**src/rtl/spi_engine.sv**
```systemverilog
// -----------------------------------------------------------------------------
// spi_engine
// Byte-oriented SPI master for the Gigatron extension CPLD. Software writes a
// byte to DATA; the engine shifts 8 bits out on MOSI and in from MISO at a
// programmable half-bit period, in any of the four SPI modes, then sets DONE.
//
// Optional feature macro: SPI_ENGINE_TXBUF_EN
//   Defined     -> one-byte transmit holding buffer, back-to-back transfers.
//   Not defined -> no buffer; any DATA write while busy is an overrun.
//
// Parameters:
//   NSS   number of slave-select outputs (1..8)
//   DIVW  width of the clock divider register (1..8)
//
// Ports:
//   CLK     in   clock, rising edge
//   nRESET  in   asynchronous active-low reset
//   WR      in   one-cycle register write strobe
//   WADDR   in   [1:0] write register select (0 DATA, 1 CTRL, 2 DIV, 3 STATUS)
//   WDATA   in   [7:0] write data
//   RADDR   in   [1:0] read register select
//   RDATA   out  [7:0] combinational read data
//   MISO    in   [NSS:0] serial inputs; MISO[NSS] used when no slave selected
//   MOSI    out  serial output
//   SCK     out  serial clock
//   nSS     out  [NSS-1:0] active-low slave selects
//   BUSY    out  transfer in progress
// -----------------------------------------------------------------------------
module spi_engine #(
    parameter int NSS  = 2,
    parameter int DIVW = 4
) (
    input  logic            CLK,
    input  logic            nRESET,
    input  logic            WR,
    input  logic [1:0]      WADDR,
    input  logic [7:0]      WDATA,
    input  logic [1:0]      RADDR,
    output logic [7:0]      RDATA,
    input  logic [NSS:0]    MISO,
    output logic            MOSI,
    output logic            SCK,
    output logic [NSS-1:0]  nSS,
    output logic            BUSY
);

    typedef enum logic {
        ST_IDLE,
        ST_SHIFT
    } state_t;

    localparam logic [1:0] A_DATA = 2'd0;
    localparam logic [1:0] A_CTRL = 2'd1;
    localparam logic [1:0] A_DIV  = 2'd2;
    localparam logic [1:0] A_STAT = 2'd3;

    state_t            r_state;
    state_t            w_state_nxt;

    logic [7:0]        r_ctrl;        // [7:4] SS, [2] LSBF, [1] CPOL, [0] CPHA
    logic [DIVW-1:0]   r_div;
    logic [7:0]        r_rx_data;
    logic              r_done;
    logic              r_ovr;

    // Transfer-local copies, latched at load so the shifter is self-contained.
    logic              r_cpha;
    logic              r_cpol;
    logic              r_lsbf;
    logic [DIVW-1:0]   r_div_l;
    logic [DIVW-1:0]   r_divcnt;
    logic [3:0]        r_phase;
    logic [7:0]        r_tx_sh;
    logic [7:0]        r_rx_sh;
    logic              r_sck;
    logic              r_mosi;

    logic              w_busy;
    logic              w_wr_data;
    logic              w_wr_ctrl;
    logic              w_wr_div;
    logic              w_wr_stat;
    logic              w_tc;
    logic [3:0]        w_phase_nxt;
    logic              w_lead;
    logic              w_trail;
    logic              w_last;
    logic              w_sample;
    logic              w_shift;
    logic              w_miso;
    logic [3:0]        w_ss;
    logic [7:0]        w_rx_next;
    logic              w_start_idle;
    logic              w_chain;
    logic [7:0]        w_chain_data;
    logic              w_load;
    logic [7:0]        w_load_data;
    logic              w_ovr_data;
    logic              w_ovr_set;
    logic              w_txfull;

    function automatic logic f_first(input logic [7:0] d, input logic lsbf);
        return lsbf ? d[0] : d[7];
    endfunction

    function automatic logic [7:0] f_shift(input logic [7:0] d, input logic lsbf);
        return lsbf ? {1'b0, d[7:1]} : {d[6:0], 1'b0};
    endfunction

    assign w_busy    = (r_state == ST_SHIFT);
    assign w_wr_data = WR && (WADDR == A_DATA);
    assign w_wr_ctrl = WR && (WADDR == A_CTRL);
    assign w_wr_div  = WR && (WADDR == A_DIV);
    assign w_wr_stat = WR && (WADDR == A_STAT);

    // Phase numbering: phase N is the state after the Nth SCK edge, 1..16.
    // Odd N = leading edge, even N = trailing edge; the 4-bit counter wraps
    // to 0 on the 16th edge, which is still even (trailing).
    assign w_tc        = w_busy && (r_divcnt == r_div_l);
    assign w_phase_nxt = r_phase + 4'd1;
    assign w_lead      = w_tc && w_phase_nxt[0];
    assign w_trail     = w_tc && !w_phase_nxt[0];
    assign w_last      = w_tc && (r_phase == 4'd15);
    assign w_sample    = r_cpha ? w_trail : w_lead;
    // CPHA=0 drives its first bit at load, so the final trailing edge must not
    // shift again; MOSI then holds the last bit.
    assign w_shift     = r_cpha ? w_lead : (w_trail && !w_last);

    assign w_ss = r_ctrl[7:4];

    // NOTE: every always_comb output gets a default before any conditional
    // assignment, so no path leaves it unassigned and no latch is inferred.
    always_comb begin
        nSS    = '1;
        w_miso = MISO[NSS];
        for (int i = 0; i < NSS; i++) begin
            if (w_ss == 4'(i)) begin
                nSS[i] = 1'b0;
                w_miso = MISO[i];
            end
        end
    end

    assign w_rx_next = !w_sample ? r_rx_sh :
                       r_lsbf    ? {w_miso, r_rx_sh[7:1]} :
                                   {r_rx_sh[6:0], w_miso};

    assign w_start_idle = w_wr_data && !w_busy;

`ifdef SPI_ENGINE_TXBUF_EN
    logic       r_txfull;
    logic [7:0] r_txbuf;
    logic       w_buf_wr;

    // A write landing on the final edge with an empty buffer goes straight
    // into the shifter instead of through the buffer.
    assign w_chain      = w_last && (r_txfull || w_wr_data);
    assign w_chain_data = r_txfull ? r_txbuf : WDATA;
    assign w_ovr_data   = w_wr_data && w_busy && r_txfull;
    assign w_buf_wr     = w_wr_data && w_busy && !r_txfull && !w_last;
    assign w_txfull     = r_txfull;

    always_ff @(posedge CLK or negedge nRESET) begin
        if (!nRESET) begin
            r_txfull <= 1'b0;
            r_txbuf  <= 8'h00;
        end else if (w_buf_wr) begin
            r_txfull <= 1'b1;
            r_txbuf  <= WDATA;
        end else if (w_last && r_txfull) begin
            r_txfull <= 1'b0;
        end
    end
`else
    assign w_chain      = 1'b0;
    assign w_chain_data = WDATA;
    assign w_ovr_data   = w_wr_data && w_busy;
    assign w_txfull     = 1'b0;
`endif

    assign w_load      = w_start_idle || w_chain;
    assign w_load_data = w_start_idle ? WDATA : w_chain_data;
    assign w_ovr_set   = w_ovr_data || (w_busy && (w_wr_ctrl || w_wr_div));

    // ---------------------------------------------------------------- FSM
    always_ff @(posedge CLK or negedge nRESET) begin
        if (!nRESET) r_state <= ST_IDLE;
        else         r_state <= w_state_nxt;
    end

    always_comb begin
        w_state_nxt = r_state;
        case (r_state)
            ST_IDLE:  if (w_start_idle)        w_state_nxt = ST_SHIFT;
            ST_SHIFT: if (w_last && !w_chain)  w_state_nxt = ST_IDLE;
            default:                           w_state_nxt = ST_IDLE;
        endcase
    end

    // ------------------------------------------------------------ datapath
    // NOTE: sequential state uses non-blocking assignments only; later
    // assignments in this block deliberately override earlier ones (a load
    // on the final edge replaces the edge update of the shifter).
    always_ff @(posedge CLK or negedge nRESET) begin
        if (!nRESET) begin
            r_ctrl    <= 8'hF0;
            r_div     <= '1;
            r_rx_data <= 8'h00;
            r_done    <= 1'b0;
            r_ovr     <= 1'b0;
            r_cpha    <= 1'b0;
            r_cpol    <= 1'b0;
            r_lsbf    <= 1'b0;
            r_div_l   <= '0;
            r_divcnt  <= '0;
            r_phase   <= 4'd0;
            r_tx_sh   <= 8'h00;
            r_rx_sh   <= 8'h00;
            r_sck     <= 1'b0;
            r_mosi    <= 1'b0;
        end else begin
            if (w_busy) begin
                if (w_tc) begin
                    r_divcnt <= '0;
                    r_phase  <= w_phase_nxt;
                    r_sck    <= ~r_sck;
                    r_rx_sh  <= w_rx_next;
                    if (w_shift) begin
                        r_mosi  <= f_first(r_tx_sh, r_lsbf);
                        r_tx_sh <= f_shift(r_tx_sh, r_lsbf);
                    end
                end else begin
                    r_divcnt <= r_divcnt + 1'b1;
                end
            end

            if (w_last) r_rx_data <= w_rx_next;

            if (w_load) begin
                r_cpha   <= r_ctrl[0];
                r_cpol   <= r_ctrl[1];
                r_lsbf   <= r_ctrl[2];
                r_div_l  <= r_div;
                r_divcnt <= '0;
                r_phase  <= 4'd0;
                r_rx_sh  <= 8'h00;
                r_sck    <= r_ctrl[1];
                if (r_ctrl[0]) begin
                    r_tx_sh <= w_load_data;
                end else begin
                    r_mosi  <= f_first(w_load_data, r_ctrl[2]);
                    r_tx_sh <= f_shift(w_load_data, r_ctrl[2]);
                end
            end

            if (w_wr_ctrl && !w_busy) r_ctrl <= {WDATA[7:4], 1'b0, WDATA[2:0]};
            if (w_wr_div && !w_busy)  r_div  <= WDATA[DIVW-1:0];

            // A completing transfer sets DONE even if software clears it in
            // the same cycle; an idle-start clears it.
            if (w_last)                        r_done <= 1'b1;
            else if (w_start_idle)             r_done <= 1'b0;
            else if (w_wr_stat && WDATA[1])    r_done <= 1'b0;

            if (w_ovr_set)                     r_ovr <= 1'b1;
            else if (w_wr_stat && WDATA[2])    r_ovr <= 1'b0;
        end
    end

    // ------------------------------------------------------------- outputs
    assign BUSY = w_busy;
    assign MOSI = r_mosi;
    // Idle SCK tracks CTRL.CPOL directly so a mode change shows at once.
    assign SCK  = w_busy ? r_sck : r_ctrl[1];

    always_comb begin
        RDATA = 8'h00;
        case (RADDR)
            A_DATA:  RDATA = r_rx_data;
            A_CTRL:  RDATA = r_ctrl;
            A_DIV:   RDATA[DIVW-1:0] = r_div;
            A_STAT:  RDATA = {4'b0000, w_txfull, r_ovr, r_done, w_busy};
            default: RDATA = 8'h00;
        endcase
    end

endmodule

```
**config.mk**
```make
export PLATFORM = sky130hd
export DESIGN_NAME = spi_engine
export DESIGN_NICKNAME = d
export VERILOG_FILES = /design/src/rtl/spi_engine.sv
export SDC_FILE = /design/constraint.sdc
export NUM_CORES = 1
export LEC_CHECK = 0
export CORE_MARGIN = 2
export CORE_UTILIZATION = 51
export CTS_CLUSTER_DIAMETER = 50
export DETAILED_ROUTE_END_ITERATION = 12
export PLACE_DENSITY_LB_ADDON = 0.05
export SLEW_MARGIN = 30
export SYNTH_ARGS = -nofsm -noshare
export SYNTH_HDL_FRONTEND = slang
export SYNTH_SLANG_ARGS = --single-unit
```
**constraint.sdc**
```tcl
create_clock -name CLK -period 1.8 [get_ports CLK]
set_clock_uncertainty 0.2 [all_clocks]
set_input_delay 0.18 -clock CLK [delete_from_list [all_inputs] [get_ports CLK]]
set_output_delay 0.18 -clock CLK [all_outputs]
set_load 0.01 [all_outputs]
```
==> results.md <==
* Status: complete, no violations
* Share of power burned in registers at 32.3%
* Worst Max-Slew Pin Slew at 0.413 ns
* Gate power share at 55.6%
* Final min period at 1.77 ns
* Worst Path Max Fanout at 7
* Post-route clock period utilization at 98.5%
* Main combinational cell family by area after synthesis: multiplexers
* Synthesized net count at 327
* Post-Synth Adder-Cell Area at 0.835%
* Worst hold path class: input port to async pin
* DR vias/cell at 5.81
* Sw power at 2.88 mW
* Die outline width at 80.6 um
* Crit end category: flip-flop
* Final net count at 392
* Post-DP Area at 3630 um^2
* Area grow syn2layout at 33.5%
* RR Endpoint: r_ctrl[0]$_DFFE_PN0P_
* Most common flop cell mapped by yosys: dfrtp_1
* I/O pin cnt at 31
* R2R Setup Slk at 0.03 ns
* Seq/Total Area, Yosys at 45.4%
* Final Cell Area at 4000 um^2
* HPWL after DPL at 5490 um
* Warnings, synthesis at 0
* N_diodes at 0
* Largest area contributor in the netlist: dfrtp_1
* Layout cell share with drive strength beyond 1 at 31.9%
* XOR/XNOR Fraction of Synth Area at 2.59%
* Count leader, synth: dfrtp_1
* Global-route wire length before repair at 13100 um
* Vias in the first global route at 2627
* Syn Inst Count at 307
* Largest net degree at the start of global routing at 55
* Total GRT Usage at 27.0%
* Die Span Y at 80.6 um
* Yosys reg bits at 54
* Post-synthesis compound-gate area fraction at 14.6%
* Most area-consuming cells after synthesis: dfrtp_1 (38%), mux2_2 (7.9%), dfstp_2 (7.0%)
* Final max-slew violation count at 0
* Worst-skew pair later-pin latency at 0.32 ns
* Initial drt markers at 170
* Top cells by count, synth: dfrtp_1 (46), nand2_1 (45), o21ai_0 (24)
* Routed Wire Length at 8000 um
* H-tree depth at 2
* Syn_area_per_cell at 9.76 um^2
* Final worst slack at 0.0274 ns
* Fraction of registers with async set/reset at 100%
* Cell area after synthesis at 3000 um^2
* Yosys top cell area share at 38.4%
* Max Fclk at 0.564 GHz
* Initial Util at 53.7%
* R2R cell count at 5
* Clock Path Buffers at 2
* WHS at 0.194 ns
* Dpl cells at 430
* Critical path class: flip-flop to flip-flop
* Rows at 27
* Clock Root Buffer: clkbuf_8
* Critical Path RT at 1.80 ns
* Internal Power at 4.30 mW
* Hold Fails Final Rpt at 0
* Power Dens Cells at 1790 nW/um^2
* DP Worst Slack at -0.347 ns
* WP data arrival at 1.77 ns
* RD Place Congestion at 0.843
* TritonRoute pass-1 iters at 4
* CTS tree: built
* Post-Synth Simple-Gate Area at 16.4%
* Antenna Nets Post-Route at 0
* Global route overflow at 0
* Setup violators final at 0
* PortBufs at 30
* Final core utilization at 71.8%
* Clock power share at 12.0%
* EDFF count, synth at 0
* Initial antenna violation count at 0
* CTS buffer count at 5
* Net Sw Frac at 40.1%
* Synth unique cells at 45
* Clock slew at reported path FFs at 0.09 ns
* FF-to-FF Start: BUSY$_DFF_PN0_
* Via count at 2587
* Die area at 6500 um^2
* Worst IR drop on VDD at 1100 uV
* Final Non-Filler Cells at 445
* DR DRC count at 0
* Routed len/inst at 18.0 um
* Post-synthesis mux area share at 16.8%
* # clock sinks at 54
* CP Launch Type: flip-flop
* Core footprint at 5570 um^2
* Leak at 1.74 nW
* Max-Cap Viols at 0
* RSZ-0062 raised after global routing: yes
* Worst slew margin at 72.5%
## kinds of logic after synthesis
family,count (synthesis)
AND/OR/NAND/NOR,103
AO/OA/AOI/OAI,73
flip-flops,54
multiplexers,44
buffers and inverters,23
XOR/XNOR,8
adder cells (fa/ha/maj),2
## how the worst max path moves through the flow
stage	startpoint	end	slack (ns)	cells after the start
after global placement	RADDR[1]	RDATA[0]	-0.34	3
after global routing	BUSY$_DFF_PN0_	r_ctrl[0]$_DFFE_PN0P_	-0.02	5
final	BUSY$_DFF_PN0_	r_ctrl[0]$_DFFE_PN0P_	0.03	5
after floorplan	r_ctrl[4]$_DFFE_PN1P_	r_rx_data[7]$_DFFE_PN0P_	0.02	4
after CTS	BUSY$_DFF_PN0_	r_ctrl[0]$_DFFE_PN0P_	-0.03	5
after detailed placement	RADDR[1]	RDATA[0]	-0.35	3
## per-stage QoR
step	power (mW)	TNS, ns
CTS	6.78	-0.0785
global route	7.71	-0.102
detailed placement	5.82	-5.22
floorplan	4.40	0
global placement	5.74	-4.68
finish	7.18	0
## per-layer routing
| layer | vias up | GRT usage (%) | share of wire [%] |
|---|---|---|---|
| met5 | - | 0 | 0 |
| met4 | 0 | 7.97 | 1.1 |
| met3 | 6 | 4.04 | 3.4 |
| met2 | 49 | 44.4 | 50 |
| met1 | 1283 | 37.0 | 45 |
| li1 | 1249 | - | - |
## registers in the layout, summed over array words and instances (netlist names)
| register | count |
|---|---|
| r_rx_data | 8 |
| r_rx_sh | 8 |
| r_tx_sh | 8 |
| r_ctrl | 7 |
| r_div | 4 |
| r_div_l | 4 |
| r_divcnt | 4 |
| r_phase | 4 |
| BUSY | 1 |
| MOSI | 1 |
| r_cpha | 1 |
| r_done | 1 |
| r_lsbf | 1 |
| r_ovr | 1 |
| r_sck | 1 |
## what timing repair did
item / 4_1_cts / 5_1_grt
pin swaps: 3 / 7
buffers inserted: 4 / 1
cloned: 1 / 0
hold endpoints to repair: 54 / 0
hold buffers: 1 / 0
gates resized for setup: 33 / 44
endpoints found under the setup margin: 39 / 42
## power groups by stage
stage	clock (mW)	combinational [mW]	sequential, mW
floorplan	0	2.25	2.15
CTS	0.874	3.64	2.27
global placement	0	3.47	2.27
global route	0.926	4.40	2.38
finish	0.863	3.99	2.32
detailed placement	0	3.54	2.28
## layout make-up
cell class / count / area [um^2]
multi-input cells: 231 / 1730
flip-flops and latches: 54 / 1360
repair buffers: 78 / 699
clock buffers: 7 / 86.3
fillers: 425 / 1570
well taps: 72 / 90.1
clock inverters: 1 / 30.0
inverters: 2 / 7.51
## cells in the final DEF (no fill, tap or decap), types with 2 or more instances in the layout
cell             netlist  routed
o221ai_1               6       2
buf_12                 0       3
mux4_2                 3       3
nor3_4                 0       2
mux2_4                 0       7
buf_4                  0      35
clkbuf_8               0       6
nand3_1               12      10
buf_6                  0       9
xnor2_1                6       2
clkdlybuf4s50_1        0      15
clkbuf_2               1       2
nor2b_1                2       2
xnor2_2                0       4
o21ai_0               24      21
clkdlybuf4s15_1        0       2
o31ai_1                2       2
a21boi_0               2       2
a211oi_1               3       2
or3_1                  2       2
a21oi_1               18      18
dfrtp_1               46      46
o22ai_1                8       8
dlygate4sd2_1          0       6
mux2i_1               20      20
nor2_1                23      22
mux2_2                21      14
o221ai_2               0       4
buf_2                  9       4
a31oi_1                6       6
dfstp_2                8       8
nand2_1               45      45
nand4_1                4       4
o21ai_1                0       2
## worst max-delay path: stages, from the launching register on
cell	delay, ns
dfrtp_1	0.42
buf_6	0.14
buf_6	0.13
nor4bb_4	0.28
buf_6	0.19
mux2_4	0.31
(Power assumes the default switching activity.)
==> RTL change, RTL diff (config.mk and constraints unchanged) <==
Build with the macro `SPI_ENGINE_TXBUF_EN` defined.
--- a/src/rtl/spi_engine.sv
+++ b/src/rtl/spi_engine.sv
@@ -28,2 +28,4 @@
 // -----------------------------------------------------------------------------
+`define SPI_ENGINE_TXBUF_EN
+
 module spi_engine #(
Behaviour: not the same (Yosys sat finds a counterexample within 4 cycles, from zero or initial values and one cycle with nRESET low).
==> RTL change against the unedited design <==
- the run now ends with setup timing left
- sequential cell count grew 9
- clock power increased by 62%
- global-route usage decreased by 0.067 points
- die area grew 22%
- setup slack lost 0.24 ns
- routed wire length grew 29%
- final area rose by 37%
- power increased by 11%
- area after synthesis grew 23%
- largest cell class unchanged
==> RTL change: results (changes against the unedited design) <==
RePlAce Congestion -> 0.806 (-4.3%)
CTS Buf Count -> 9 (+4)
Distinct cells, synth -> 50 (+11%)
Reg clk slew, reported paths -> 0.07 ns (-0.02 ns)
first-pass GRT wire length -> 15700 um (+20%)
worst slack, placed -> -0.632 ns (-0.285 ns)
Leak -> 2.48 nW (+42%)
initial DRC count -> 116 (-32%)
peak supply drop -> 0.939 mV (-14%)
failing checks -> setup timing
synth cell count leaders -> dfrtp_1, nand2_1, mux2_2
maximum fanout along the worst path -> 8 (+1)
fraction of layout cells with a size suffix above 1 -> 56.3% (+24 points)
Final nets -> 463 (+18%)
setup violators final -> 51 (+51)
total track usage -> 26.9% (-0.067 points)
largest net degree at the start of global routing -> 64 (+16%)
status -> finished with violations
Syn Nets -> 348 (+6.4%)
Setup TNS -> -5.84 ns (-5.84 ns)
worst slew pin tran -> 0.344 ns (-0.0688 ns)
Clock H-tree levels -> 3 (+1)
DRT Wirelength -> 10400 um (+29%)
sequential fraction of the synthesis area -> 43.0% (-2.4 points)
count of input and output buffers -> 30 (unchanged)
WL/cell -> 19.0 um (+5.9%)
number of global-route vias before repair -> 3003 (+14%)
dpl cells -> 509 (+18%)
Synth area leaders -> dfrtp_1, mux2_2, mux2i_1, dfstp_2, nand2_1
setup ws final -> -0.217 ns (-0.245 ns)
cell family with most CP delay -> simple AND/OR/NAND/NOR gates
Mapped Avg Cell Area -> 11.2 um^2 (+15%)
post-detail-place hpwl -> 6510 um (+19%)
[RTL change: metal layers]
layer	wire [um]	share of wire [%]	GRT usage (%)	vias to the layer above
met5	0	0	0	-
met4	233	2.2	9.63	0
met3	453	4.4	4.06	21
met2	5080	49	43.6	91
met1	4590	44	37.3	1528
li1	-	-	-	1418
[RTL change: path summary, 6_finish.rpt]
path | startpoint | end | slack, ns | cells after the start
setup / recovery | r_divcnt[1] | r_txbuf[0] | -0.22 | 7
hold / removal | nRESET | r_tx_sh[5] | 0.17 | 3
setup reg to reg | r_divcnt[1] | r_txbuf[0] | -0.22 | 7
hold reg to reg | r_rx_data[4] | r_rx_data[4] | 0.28 | 2
max in group asynchronous | nRESET | r_div[1] | 0.89 | 3
min in group CLK | WR | r_done | 0.23 | 5
[RTL change: final cells by class]
cell class / instances / area, um^2
sequential: 63 / 1590
tap: 96 / 120
multi-input combinational: 242 / 2370
inverter: 3 / 11.3
fill: 456 / 1420
clock buffer: 13 / 159
timing repair buffer: 124 / 1170
clock inverter: 3 / 65.1
[RTL change: power breakdown]
group	switching [mW]	internal, mW	total, mW
Sequential	0.527	1.93	2.46
Combinational	1.76	2.32	4.08
Clock	0.546	0.855	1.40
Total	2.84	5.11	7.94
[RTL change: cell families after synthesis]
logic type                 after synthesis  share of synthesized area (%)
muxes                                   78                           26.5
xor gates and xnor gates                 9                           2.14
AOI/OAI and AO/OA                       50                           9.37
adders and majority gates                2                          0.679
buffers and inverters                   23                           5.16
DFF                                     63                           43.0
and+or+nand+nor                        103                           13.1
[RTL change: stage by stage]
stage	total power, mW	area, um^2	utilization (%)
floorplan	4.22	3740	-
global placement	5.23	4590	66.4
detailed placement	5.31	4590	66.4
CTS	7.32	5220	75.6
global route	8.38	5490	79.5
finish	7.94	5490	79.5
[RTL change: repair_timing]
action / CTS / global route
endpoints found under the setup margin: 64 / 56
setup buffers: 10 / 9
resized for setup: 106 / 77
cloned: 2 / 0
hold buffers: 1 / 0
pin swaps: 35 / 22
hold endpoints to repair: 63 / 0
[RTL change: worst register-to-register path, stage by stage, from the launching register on]
cell,delay (ns)
dfrtp_1,0.41
xnor2_2,0.22
and3_4,0.24
buf_6,0.10
buf_8,0.14
nand3_4,0.10
nand4_4,0.18
mux2_4,0.33
